<file path="config.mk">
export PLATFORM = sky130hd
export DESIGN_NAME = bcp_clause_loader_flat
export DESIGN_NICKNAME = d
export VERILOG_FILES = /design/src/rtl/bcp_clause_loader_pkg.sv /design/src/rtl/bcp_clause_loader_if.sv /design/src/rtl/bcp_clause_loader_fifo.sv /design/src/rtl/bcp_clause_loader.sv /design/src/flat_wrapper.sv
export SDC_FILE = /design/constraint.sdc
export NUM_CORES = 1
export LEC_CHECK = 0
export CAP_MARGIN = 20
export CORE_AREA = 2 2 163 165
export CTS_CLUSTER_DIAMETER = 60
export DETAILED_ROUTE_END_ITERATION = 7
export DIE_AREA = 0 0 165 167
export PLACE_DENSITY_LB_ADDON = 0.05
export SYNTH_ARGS = -nofsm -noshare
export SYNTH_HDL_FRONTEND = slang
export SYNTH_SLANG_ARGS = --single-unit
</file>
<file path="constraint.sdc">
create_clock -name clk -period 13.13 [get_ports clk]
set_input_delay 1.9695 -clock clk [delete_from_list [all_inputs] [get_ports clk]]
set_output_delay 1.9695 -clock clk [all_outputs]
set_load 0.01 [all_outputs]
</file>
<file path="src/rtl/bcp_clause_loader_pkg.sv">
// Shared constants, literal/clause types and loader FSM states for the BCP front end.
package sat_pkg;

    localparam int VAR_W      = 8;
    localparam int LIT_W      = VAR_W + 1;
    localparam int MAX_LITS   = 4;
    localparam int CLAUSE_NUM = 8;
    localparam int CNT_W      = $clog2(CLAUSE_NUM + 1);
    localparam int ADDR_W     = $clog2(CLAUSE_NUM);
    localparam int SLOT_W     = $clog2(MAX_LITS + 1);
    localparam int LIDX_W     = $clog2(MAX_LITS);
    localparam int CLAUSE_W   = MAX_LITS * LIT_W;

    typedef struct packed {
        logic             neg;
        logic [VAR_W-1:0] var_idx;
    } lit_t;

    // Packed so that slot 0 lands in the least significant bits of a clause word.
    typedef lit_t [MAX_LITS-1:0] clause_t;

    typedef enum logic [1:0] {
        S_COLLECT,
        S_REQ,
        S_STREAM
    } state_t;

endpackage

</file>
<file path="src/rtl/bcp_clause_loader_if.sv">
// Host literal stream plus controller sweep signals shared by the loader and its neighbours.
interface bcp_clause_loader_if;
    import sat_pkg::*;

    logic                lit_valid;
    logic                lit_ready;
    logic [LIT_W-1:0]    lit_data;
    logic                lit_last;
    logic                formula_last;
    logic                initial_request;
    logic                mem_en;
    logic [ADDR_W-1:0]   address;
    logic                initial_finish;
    logic [CLAUSE_W-1:0] clause_data;

    modport master (
        output lit_valid, lit_data, lit_last, formula_last,
        output mem_en, address, initial_finish,
        input  lit_ready, initial_request, clause_data
    );

    modport slave (
        input  lit_valid, lit_data, lit_last, formula_last,
        input  mem_en, address, initial_finish,
        output lit_ready, initial_request, clause_data
    );

endinterface

</file>
<file path="src/rtl/bcp_clause_loader_fifo.sv">
// Synchronous clause-word FIFO with a clear that overrides push and pop in the same cycle.
module clause_fifo
    import sat_pkg::*;
(
    input  logic             clk,
    input  logic             rst,
    input  logic             push,
    input  logic             pop,
    input  logic             clear,
    input  clause_t          wr_data,
    output clause_t          rd_data,
    output logic [CNT_W-1:0] count,
    output logic             empty,
    output logic             full
);

    clause_t           mem [CLAUSE_NUM];
    logic [ADDR_W-1:0] wr_ptr;
    logic [ADDR_W-1:0] rd_ptr;
    logic              do_push;
    logic              do_pop;

    assign empty   = (count == '0);
    assign full    = (count == CNT_W'(CLAUSE_NUM));
    assign do_push = push && !full && !clear;
    assign do_pop  = pop && !empty && !clear;
    assign rd_data = mem[rd_ptr];

    always_ff @(posedge clk or posedge rst) begin
        if (rst) begin
            wr_ptr <= '0;
            rd_ptr <= '0;
            count  <= '0;
        end else if (clear) begin
            wr_ptr <= '0;
            rd_ptr <= '0;
            count  <= '0;
        end else begin
            if (do_push)
                wr_ptr <= (wr_ptr == ADDR_W'(CLAUSE_NUM - 1)) ? '0 : wr_ptr + ADDR_W'(1);
            if (do_pop)
                rd_ptr <= (rd_ptr == ADDR_W'(CLAUSE_NUM - 1)) ? '0 : rd_ptr + ADDR_W'(1);
            case ({do_push, do_pop})
                2'b10:   count <= count + CNT_W'(1);
                2'b01:   count <= count - CNT_W'(1);
                default: count <= count;
            endcase
        end
    end

    // Storage needs no reset: the head is only consumed while the count says it is valid.
    always_ff @(posedge clk) begin
        if (do_push)
            mem[wr_ptr] <= wr_data;
    end

    // The loader gates its pops on a non-empty FIFO, so a pop while empty is a design bug.
    a_no_underflow: assert property (@(posedge clk) disable iff (rst)
        !(pop && empty && !clear));
    a_count_range: assert property (@(posedge clk) disable iff (rst)
        count <= CNT_W'(CLAUSE_NUM));

endmodule

</file>
<file path="src/rtl/bcp_clause_loader.sv">
// Packs host literals into clause words, requests the initial BCP sweep and serves one
// word per controller address.
module bcp_clause_loader
    import sat_pkg::*;
(
    input  logic                 clk,
    input  logic                 rst,
    bcp_clause_loader_if.slave   bus,
    output logic [CNT_W-1:0]     clause_count,
    output logic                 busy,
    output logic                 err_overlen,
    output logic                 err_seq
);

    state_t            state;
    state_t            next_state;
    logic              active;
    logic [SLOT_W-1:0] slot_idx;
    clause_t           asm_word;
    clause_t           push_word;
    clause_t           head_word;
    logic              phase;
    logic [ADDR_W-1:0] rd_idx;
    logic              fifo_empty;
    logic              fifo_full;
    lit_t              lit_in;
    logic              transfer;
    logic              slot_ok;
    logic              push;
    logic              go_req;
    logic              in_stream;
    logic              finish;
    logic              advance;
    logic              pop;

    assign lit_in    = lit_t'(bus.lit_data);
    assign transfer  = bus.lit_valid && bus.lit_ready;
    assign slot_ok   = (slot_idx < SLOT_W'(MAX_LITS));
    assign push      = transfer && bus.lit_last;
    assign go_req    = push && (bus.formula_last || clause_count == CNT_W'(CLAUSE_NUM - 1));
    assign in_stream = (state == S_STREAM);
    assign finish    = in_stream && bus.initial_finish;
    assign advance   = in_stream && bus.mem_en && phase && !bus.initial_finish;
    assign pop       = advance && !fifo_empty;

    assign bus.clause_data = (in_stream && !fifo_empty) ? head_word : '0;

    clause_fifo u_fifo (
        .clk     (clk),
        .rst     (rst),
        .push    (push),
        .pop     (pop),
        .clear   (finish),
        .wr_data (push_word),
        .rd_data (head_word),
        .count   (clause_count),
        .empty   (fifo_empty),
        .full    (fifo_full)
    );

    // The closing literal joins the word on the way into the FIFO, not via the register.
    always_comb begin
        push_word = asm_word;
        if (slot_ok)
            push_word[slot_idx[LIDX_W-1:0]] = lit_in;
    end

    always_ff @(posedge clk or posedge rst) begin
        if (rst) begin
            state  <= S_COLLECT;
            active <= 1'b0;
        end else begin
            state  <= next_state;
            active <= 1'b1;
        end
    end

    always_comb begin
        next_state          = state;
        bus.lit_ready       = 1'b0;
        bus.initial_request = 1'b0;
        busy                = 1'b0;
        case (state)
            S_COLLECT: begin
                bus.lit_ready = active && !fifo_full;
                if (go_req)
                    next_state = S_REQ;
            end
            S_REQ: begin
                bus.initial_request = 1'b1;
                busy                = 1'b1;
                next_state          = S_STREAM;
            end
            S_STREAM: begin
                busy = 1'b1;
                if (bus.initial_finish)
                    next_state = S_COLLECT;
            end
            default: next_state = S_COLLECT;
        endcase
    end

    // Slot counter saturates at MAX_LITS so surplus literals are dropped until lit_last.
    always_ff @(posedge clk or posedge rst) begin
        if (rst) begin
            asm_word    <= '0;
            slot_idx    <= '0;
            err_overlen <= 1'b0;
        end else if (transfer) begin
            if (!slot_ok)
                err_overlen <= 1'b1;
            if (bus.lit_last) begin
                asm_word <= '0;
                slot_idx <= '0;
            end else if (slot_ok) begin
                asm_word[slot_idx[LIDX_W-1:0]] <= lit_in;
                slot_idx                       <= slot_idx + SLOT_W'(1);
            end
        end
    end

    // The read index follows every address, even past a short formula, so empty slots
    // never look like a sequence error.
    always_ff @(posedge clk or posedge rst) begin
        if (rst) begin
            phase   <= 1'b0;
            rd_idx  <= '0;
            err_seq <= 1'b0;
        end else if (finish) begin
            phase  <= 1'b0;
            rd_idx <= '0;
        end else if (in_stream && bus.mem_en) begin
            phase <= ~phase;
            if (advance)
                rd_idx <= rd_idx + ADDR_W'(1);
            if (bus.address != rd_idx)
                err_seq <= 1'b1;
        end
    end

endmodule

</file>
<file path="src/flat_wrapper.sv">
// flat-port wrapper written by rule: the top's interface ports become plain ports
module bcp_clause_loader_flat import sat_pkg::*;
  (clk, rst, clause_count, busy, err_overlen, err_seq, bus_lit_valid, bus_lit_data, bus_lit_last, bus_formula_last, bus_mem_en, bus_address, bus_initial_finish, bus_lit_ready, bus_initial_request, bus_clause_data);
  bcp_clause_loader_if bus_i ();
  input  logic clk;
  input  logic rst;
  output logic [CNT_W-1:0] clause_count;
  output logic busy;
  output logic err_overlen;
  output logic err_seq;
  input wire logic [$bits(bus_i.lit_valid)-1:0] bus_lit_valid;
  input wire logic [$bits(bus_i.lit_data)-1:0] bus_lit_data;
  input wire logic [$bits(bus_i.lit_last)-1:0] bus_lit_last;
  input wire logic [$bits(bus_i.formula_last)-1:0] bus_formula_last;
  input wire logic [$bits(bus_i.mem_en)-1:0] bus_mem_en;
  input wire logic [$bits(bus_i.address)-1:0] bus_address;
  input wire logic [$bits(bus_i.initial_finish)-1:0] bus_initial_finish;
  output wire logic [$bits(bus_i.lit_ready)-1:0] bus_lit_ready;
  output wire logic [$bits(bus_i.initial_request)-1:0] bus_initial_request;
  output wire logic [$bits(bus_i.clause_data)-1:0] bus_clause_data;
  assign bus_i.lit_valid = bus_lit_valid;
  assign bus_i.lit_data = bus_lit_data;
  assign bus_i.lit_last = bus_lit_last;
  assign bus_i.formula_last = bus_formula_last;
  assign bus_i.mem_en = bus_mem_en;
  assign bus_i.address = bus_address;
  assign bus_i.initial_finish = bus_initial_finish;
  assign bus_lit_ready = bus_i.lit_ready;
  assign bus_initial_request = bus_i.initial_request;
  assign bus_clause_data = bus_i.clause_data;
  bcp_clause_loader u_core (.clk(clk), .rst(rst), .bus(bus_i), .clause_count(clause_count), .busy(busy), .err_overlen(err_overlen), .err_seq(err_seq));
endmodule
</file>
==> results of run 1 <==
[layer usage]
metal	vias up	global-route usage	share of wire
met5	-	0	0
met4	0	0.0567	0.017
met3	38	0.0379	0.053
met2	216	0.356	0.49
met1	3933	0.331	0.44
li1	3232	-	-
[cells in the mapped netlist, types with 3 or more instances]
library cell / number / area, um^2
nand4_1: 5 / 31.3
nor2_1: 46 / 173
o21ai_0: 4 / 20.0
buf_4: 5 / 37.5
inv_1: 8 / 30.0
buf_6: 3 / 33.8
clkbuf_1: 9 / 33.8
xnor2_1: 4 / 35.0
buf_2: 16 / 80.1
mux2_2: 28 / 315
a22o_1: 35 / 307
nand3_1: 6 / 30.0
or3_1: 4 / 25.0
o22ai_1: 5 / 31.3
ha_1: 17 / 213
nor2b_1: 12 / 75.1
buf_1: 6 / 22.5
dfrtp_1: 58 / 1450
nand2b_1: 6 / 37.5
mux2i_1: 45 / 450
nand2_1: 43 / 161
xor2_1: 4 / 35.0
edfxtp_1: 288 / 8650
nor4_1: 3 / 18.8
nor3_1: 5 / 25.0
a21oi_1: 8 / 40.0
and2_1: 3 / 18.8
mux4_2: 72 / 1620
[cell families (layout without fill, tap and decap cells)]
kind of cell | count (synthesis) | after routing
compound gates | 65 | 65
xor+xnor | 8 | 8
fa+ha+maj | 17 | 17
buf+inv | 47 | 150
flops | 346 | 346
mux | 145 | 145
other cells | 1 | 1
simple gates | 144 | 144
[critical path: stages, from the launching register on]
cell             delay [ns]
dfrtp_4                0.89
buf_4                  0.78
mux4_2                 0.61
mux2i_1                0.15
nor2_1                 0.08
clkdlybuf4s50_1        0.54
[worst paths after layout]
path                                                           from                             endpoint  slack, ns  depth (start not counted)
worst max register to register          u_core.state[0]$_DFFE_PP0P_   u_core.u_fifo.mem[6][34]$_DFFE_PP_       9.36                          7
worst max-delay path            u_core.u_fifo.rd_ptr[0]$_DFFE_PP0P_                   bus_clause_data[6]       7.53                          5
max in group asynchronous                                       rst  u_core.u_fifo.rd_ptr[0]$_DFFE_PP0P_      10.58                          3
worst min-delay path                     u_core.err_seq$_DFFE_PP0P_           u_core.err_seq$_DFFE_PP0P_       0.48                          1
worst min register to register           u_core.err_seq$_DFFE_PP0P_           u_core.err_seq$_DFFE_PP0P_       0.48                          1
min in group asynchronous                                       rst  u_core.u_fifo.rd_ptr[0]$_DFFE_PP0P_       1.98                          3
[per-stage QoR]
stage	instance area, um^2	util	cells	hold slack [ns]
global placement	15200	0.591	1148	0.457
finish	16400	0.636	1211	0.480
detailed placement	15200	0.591	1148	0.462
global route	16400	0.636	1211	0.496
floorplan	14200	-	773	0.460
CTS	16400	0.636	1211	0.482
[final cells by class]
class	instances	area, um^2	share of cell area
multi-input combinational	380	3930	0.240
clock inverter	15	151	0.00923
sequential	346	10100	0.616
clock buffer	48	1010	0.0616
inverter	8	30.0	0.00183
timing repair buffer	79	751	0.0458
tap	335	419	0.0256
[power groups by stage]
stage | Combinational, uW | Clock, uW | Sequential, uW
detailed placement | 683 | 0 | 1490
floorplan | 513 | 0 | 1450
global route | 740 | 1060 | 1480
finish | 677 | 1000 | 1470
global placement | 654 | 0 | 1480
CTS | 685 | 1020 | 1470
[layout by cell type, fill, tap and decap left out, drive strengths merged, types with 3 or more instances in the layout]
cell type      netlist  final
a21oi                8      8
a22o                35     35
and2                 3      3
buf                 30     16
bufinv               0      3
clkbuf               9     48
clkdlybuf4s50        0     63
clkinv               0     10
dfrtp               58     58
edfxtp             288    288
ha                  17     17
inv                  8      9
mux2                28     28
mux2i               45     45
mux4                72     72
nand2               44     44
nand2b               6      6
nand3                6      6
nand4                5      5
nor2                47     47
nor2b               12     12
nor3                 6      6
nor4                 3      3
o21ai                7      7
o22ai                5      5
or3                  4      4
xnor2                4      4
xor2                 4      4
[sequential cells by signal, summed over array words and instances, names as in the netlist]
register,count
u_core.state,2
u_core.u_fifo.count,4
u_core.u_fifo.rd_ptr,3
u_core.phase,1
u_core.err_seq,1
u_core.err_overlen,1
u_core.active,1
u_core.slot_idx,3
u_core.rd_idx,3
u_core.u_fifo.mem,288
u_core.asm_word,36
u_core.u_fifo.wr_ptr,3
==> summary.md, run 1 <==
| Metric | Value |
|---|---|
| Flop pwr share | 0.467 |
| Antenna violations before repair | 0 |
| Core footprint | 25,800 um^2 |
| Status | finished clean |
| Fin crit share | 0.427 |
| Drt pass-1 iters | 5 |
| Post-synthesis simple-gate area fraction | 0.0491 |
| Area growth syn-to-layout | 15.3% |
| Final WL | 29.9 mm |
| IO Count | 64 |
| Post-synth EDFFs | 288 |
| Pwr Total | 3140 uW |
| Final min period | 5.60 ns |
| Rel. slew slack | 0.272 |
| Largest family of logic cells by synthesized area | multiplexers |
| Via density | 6.13 |
| GRT Util Overall | 0.225 |
| Initial Util | 0.552 |
| WS Path Type | reg2out |
| Synth warn | 0 |
| Clock Root Buffer | clkbuf_16 |
| Power density over cell area | 192 nW/um^2 |
| # Max-Cap Violations | 0 |
| Final worst slack | 7.53 ns |
| Buffers on Ports | 63 |
| Ys async rst share | 0.168 |
| Clock power frac | 0.318 |
| Mux share of post-synthesis cell area | 0.168 |
| Worst slack, placed | 7.79 ns |
| Crit path DAT | 3.63 ns |
| Internal power | 2300 uW |
| Htree depth | 2 |
| Gate power share | 0.215 |
| Die W | 165 um |
| WP data required | 11.16 ns |
| Worst vdd ir | 0.0000957 V |
| Setup Buffers After CTS | 0 |
| # resized after CTS | 0 |
| Worst slew pin tran | 1.09 ns |
| Clock tree sinks | 346 |
| Diodes inserted | 0 |
| Fill cells | 1,771 |
| Top FF cell, synth | edfxtp_1 |
| Final HPWL DP | 17.5 mm |
| DR iter-0 viols | 646 |
| Max Transition Viols Final | 0 |
| Startpoint type of the worst setup path | flop |
| Hold Vio Cnt, Final | 0 |
| Final Skew | 0.00913 ns |
| RSZ-0062 raised after global routing | no |
| Clock Latency Late Sink | 0.51 ns |
| Leakage Power | 0.00558 uW |
| Wire per inst | 24.7 um |
| Vias in the first global route | 7,790 |
| Adder-cell area share of the yosys netlist | 0.0150 |
| Crit-path max FO | 42 |
| Netlist cell types | 48 |
| XOR/XNOR share of the synthesized area | 0.00493 |
| Final ANT Viol Nets | 0 |
| Hold-fix buffers, CTS | 0 |
| Cells after Synth | 773 |
| Switching pwr | 845 uW |
| Post-synthesis net count | 809 |
| Min-delay worst type | reg2reg |
| Sw frac | 0.269 |
| Share of layout cells above drive strength 1 | 0.215 |
| Synthesis-stage register bit count | 346 |
| FMAX | 178 MHz |
| Setup_tns | 0 ns |
| Drc violations | 0 |
| Number of cell rows | 59 |
| Die footprint | 27,600 um^2 |
| RePlAce Congestion | 0.826 |
| Syn Area/Cell | 18.4 um^2 |
| Max clock buf depth | 3 |
| Syn Std Cell Area | 14,200 um^2 |
| Largest net degree at the start of global routing | 59 |
| Synth Area in Compound Gates | 0.0357 |
| Layout Nets | 888 |
| Die Y-Extent | 167 um |
| CTS Buf Count | 37 |
| Post-synthesis sequential area ratio | 0.710 |
| Global-route wire length before repair | 46.2 mm |
| Gr ovfl total | 0 |
| Worst-path clk slew | 0.06 ns |
| Via count | 7,419 |
| CTS tree | built |
| Setup crit end kind | output pin |
| # setup viols final | 0 |
Power figures use the tool's default switching activity.
==> inputs of run 2 (changes only) <==
clock period = 5.5 ns   (was 13.13 ns; I/O delays follow)
==> run 2 against run 1 <==
Against the previous run:
- core utilization unchanged
- critical path depth unchanged
- largest power group unchanged
- largest cell class unchanged
- count of clock-buffer cells in the layout up 5
==> summary.md, run 2 (synthesis gave the netlist of run 1 again) <==
| Metric | Value |
|---|---|
| Status | finished clean (unchanged) |
| Clock Latency Late Sink | 0.52 ns (was 0.51 ns) |
| GRT Util Overall | 0.224 (was 0.225) |
| Fill cells | 1,798 (was 1,771) |
| # setup viols final | 0 (unchanged) |
| Final core occ | 0.636 (unchanged) |
| Share of layout cells above drive strength 1 | 0.212 (was 0.215) |
| Fin crit share | 0.728 |
| Crit path DAT | 3.18 ns (was 3.63 ns) |
| RSZ-0062 raised after global routing | no (unchanged) |
| # Max-Cap Violations | 0 (unchanged) |
| Hold-fix buffers, CTS | 0 (unchanged) |
| FMAX | 250 MHz |
| Wire per inst | 24.3 um (was 24.7 um) |
| Max clock buf depth | 3 (unchanged) |
| Layout Nets | 889 (was 888) |
| Area growth syn-to-layout | 15.3% (unchanged) |
| CTS Buf Count | 37 (unchanged) |
| Multi-input gate area | 3930 um^2 (unchanged) |
| Number of flip-flops in the largest register | 288 (unchanged) |
| Via count | 7,420 (was 7,419) |
| DR iter-0 viols | 594 (was 646) |
| Clock tree sinks | 346 (unchanged) |
| Worst-path clk slew | 0.06 ns (about the same) |
| Htree depth | 2 (unchanged) |
| Rel. slew slack | 0.307 (was 0.272) |
| # resized after CTS | 0 (unchanged) |
| Initial Util | 0.552 (unchanged) |
| Setup_tns | 0 ns (unchanged) |
| Core footprint | 25,800 um^2 (unchanged) |
| IO Count | 64 (unchanged) |
| Commonest non-fill, non-tap cell in the layout | edfxtp_1 (unchanged) |
| Final Skew | 0.0198 ns (was 0.00913 ns) |
| Largest regs | u_core.u_fifo.mem x288, u_core.asm_word x36, u_core.u_fifo.count x4 (unchanged) |
| RePlAce Congestion | 0.826 (about the same) |
| Setup Buffers After CTS | 0 (unchanged) |
| Clock Root Buffer | clkbuf_16 (unchanged) |
| Placed cell areas | 15,300 um^2 (was 15,200 um^2) |
| Commonest non-fill, non-tap cells in the layout | edfxtp_1, mux4_2, clkdlybuf4s50_1 (unchanged) |
| # placed instances | 1,149 (was 1,148) |
| Worst vdd ir | 0.000246 V (was 0.0000957 V) |
| Final WL | 29.5 mm (was 29.9 mm) |
| Power density over cell area | 453 nW/um^2 (was 192 nW/um^2) |
| Buffers on Ports | 63 (unchanged) |
| Final min period | 4.01 ns |
| Crit-path max FO | 42 (unchanged) |
| Setup crit end kind | output pin (unchanged) |
| Leakage Power | 0.00557 uW (was 0.00558 uW) |
| FF/Latch Area | 10,100 um^2 (unchanged) |
| Hold Vio Cnt, Final | 0 (unchanged) |
| Number of cell rows | 59 (unchanged) |
| Global-route wire length before repair | 46.1 mm (was 46.2 mm) |
| Antenna violations before repair | 0 (unchanged) |
| Drc violations | 0 (unchanged) |
| WP data required | 4.68 ns (was 11.16 ns) |
| Die W | 165 um (unchanged) |
| Final std cells w/o fill | 1,217 (was 1,211) |
| Worst slew pin tran | 1.04 ns (was 1.09 ns) |
| Final Cell Area | 16,400 um^2 (unchanged) |
| Die Y-Extent | 167 um (unchanged) |
| Final HPWL DP | 17.5 mm (about the same) |
| Min-delay worst type | reg2reg (unchanged) |
| CTS tree | built (unchanged) |
| Gr ovfl total | 0 (unchanged) |
| Vias in the first global route | 7,972 (was 7,790) |
| WS Path Type | reg2out (unchanged) |
| Max Transition Viols Final | 0 (unchanged) |
| Final ANT Viol Nets | 0 (unchanged) |
| Startpoint type of the worst setup path | flop (unchanged) |
| Drt pass-1 iters | 5 (unchanged) |
| Largest net degree at the start of global routing | 59 (unchanged) |
| Register name with the most flops | u_core.u_fifo.mem (unchanged) |
| Die footprint | 27,600 um^2 (unchanged) |
| Diodes inserted | 0 (unchanged) |
| Via density | 6.10 (was 6.13) |
==> run 2: cell types whose count changed in the layout (fill, tap and decap cells not counted) <==
cell / previous run / this run
buf_12: 0 / 2
buf_4: 16 / 15
bufinv_16: 3 / 0
clkbuf_1: 9 / 12
clkbuf_8: 0 / 2
clkinv_1: 4 / 8
clkinv_2: 6 / 5
clkinv_8: 0 / 1
clkinvlp_4: 1 / 0
==> run 2: path summary, 6_finish.rpt <==
check / cells after the start / end / start / slack (ns)
max in group asynchronous: 3 / u_core.u_fifo.rd_ptr[0]$_DFFE_PP0P_ / rst / 4.09
max reg2reg: 11 / u_core.u_fifo.count[3]$_DFFE_PP0P_ / u_core.state[0]$_DFFE_PP0P_ / 2.44
min reg2reg: 1 / u_core.err_seq$_DFFE_PP0P_ / u_core.err_seq$_DFFE_PP0P_ / 0.47
min in group asynchronous: 3 / u_core.u_fifo.count[0]$_DFFE_PP0P_ / rst / 0.84
max: 5 / bus_clause_data[28] / u_core.u_fifo.rd_ptr[0]$_DFFE_PP0P_ / 1.49
min: 1 / u_core.err_seq$_DFFE_PP0P_ / u_core.err_seq$_DFFE_PP0P_ / 0.47
==> run 2: layer usage <==
metal | track usage | wire [um]
met4 | 0.0560 | 514
met2 | 0.358 | 14600
met5 | 0 | 0
met3 | 0.0329 | 1170
met1 | 0.328 | 13200
==> run 2: report_power, final <==
group	switching, uW	internal, uW	leakage [uW]	total (uW)
Sequential	196	3310	0.00341	3510
Clock	964	1330	0.000553	2300
Combinational	874	756	0.00161	1630
==> run 2: layout make-up <==
type                    instances  area share
clock buffers                  53      0.0639
clock inverters                15     0.00488
multi-input cells             380       0.240
inverters                       8     0.00183
repair buffers                 80      0.0478
well taps                     335      0.0256
flip-flops and latches        346       0.616
==> run 2: critical path, stage by stage (launching register included) <==
cell and delay, ns:
dfrtp_4 0.90, buf_12 0.41, mux4_2 0.56, mux2i_1 0.17, nor2_1 0.06, clkdlybuf4s50_1 0.52
==> run 2: stage by stage <==
step           worst slack (ns)  total power [uW]  hold WS [ns]
3_5_place_dp               1.86              5200         0.456
2_1_floorplan            0.0762              4670         0.460
5_1_grt                    1.26              7780         0.495
6_report                   1.49              7430         0.470
3_3_place_gp               1.96              5130         0.458
4_1_cts                    1.40              7500         0.473
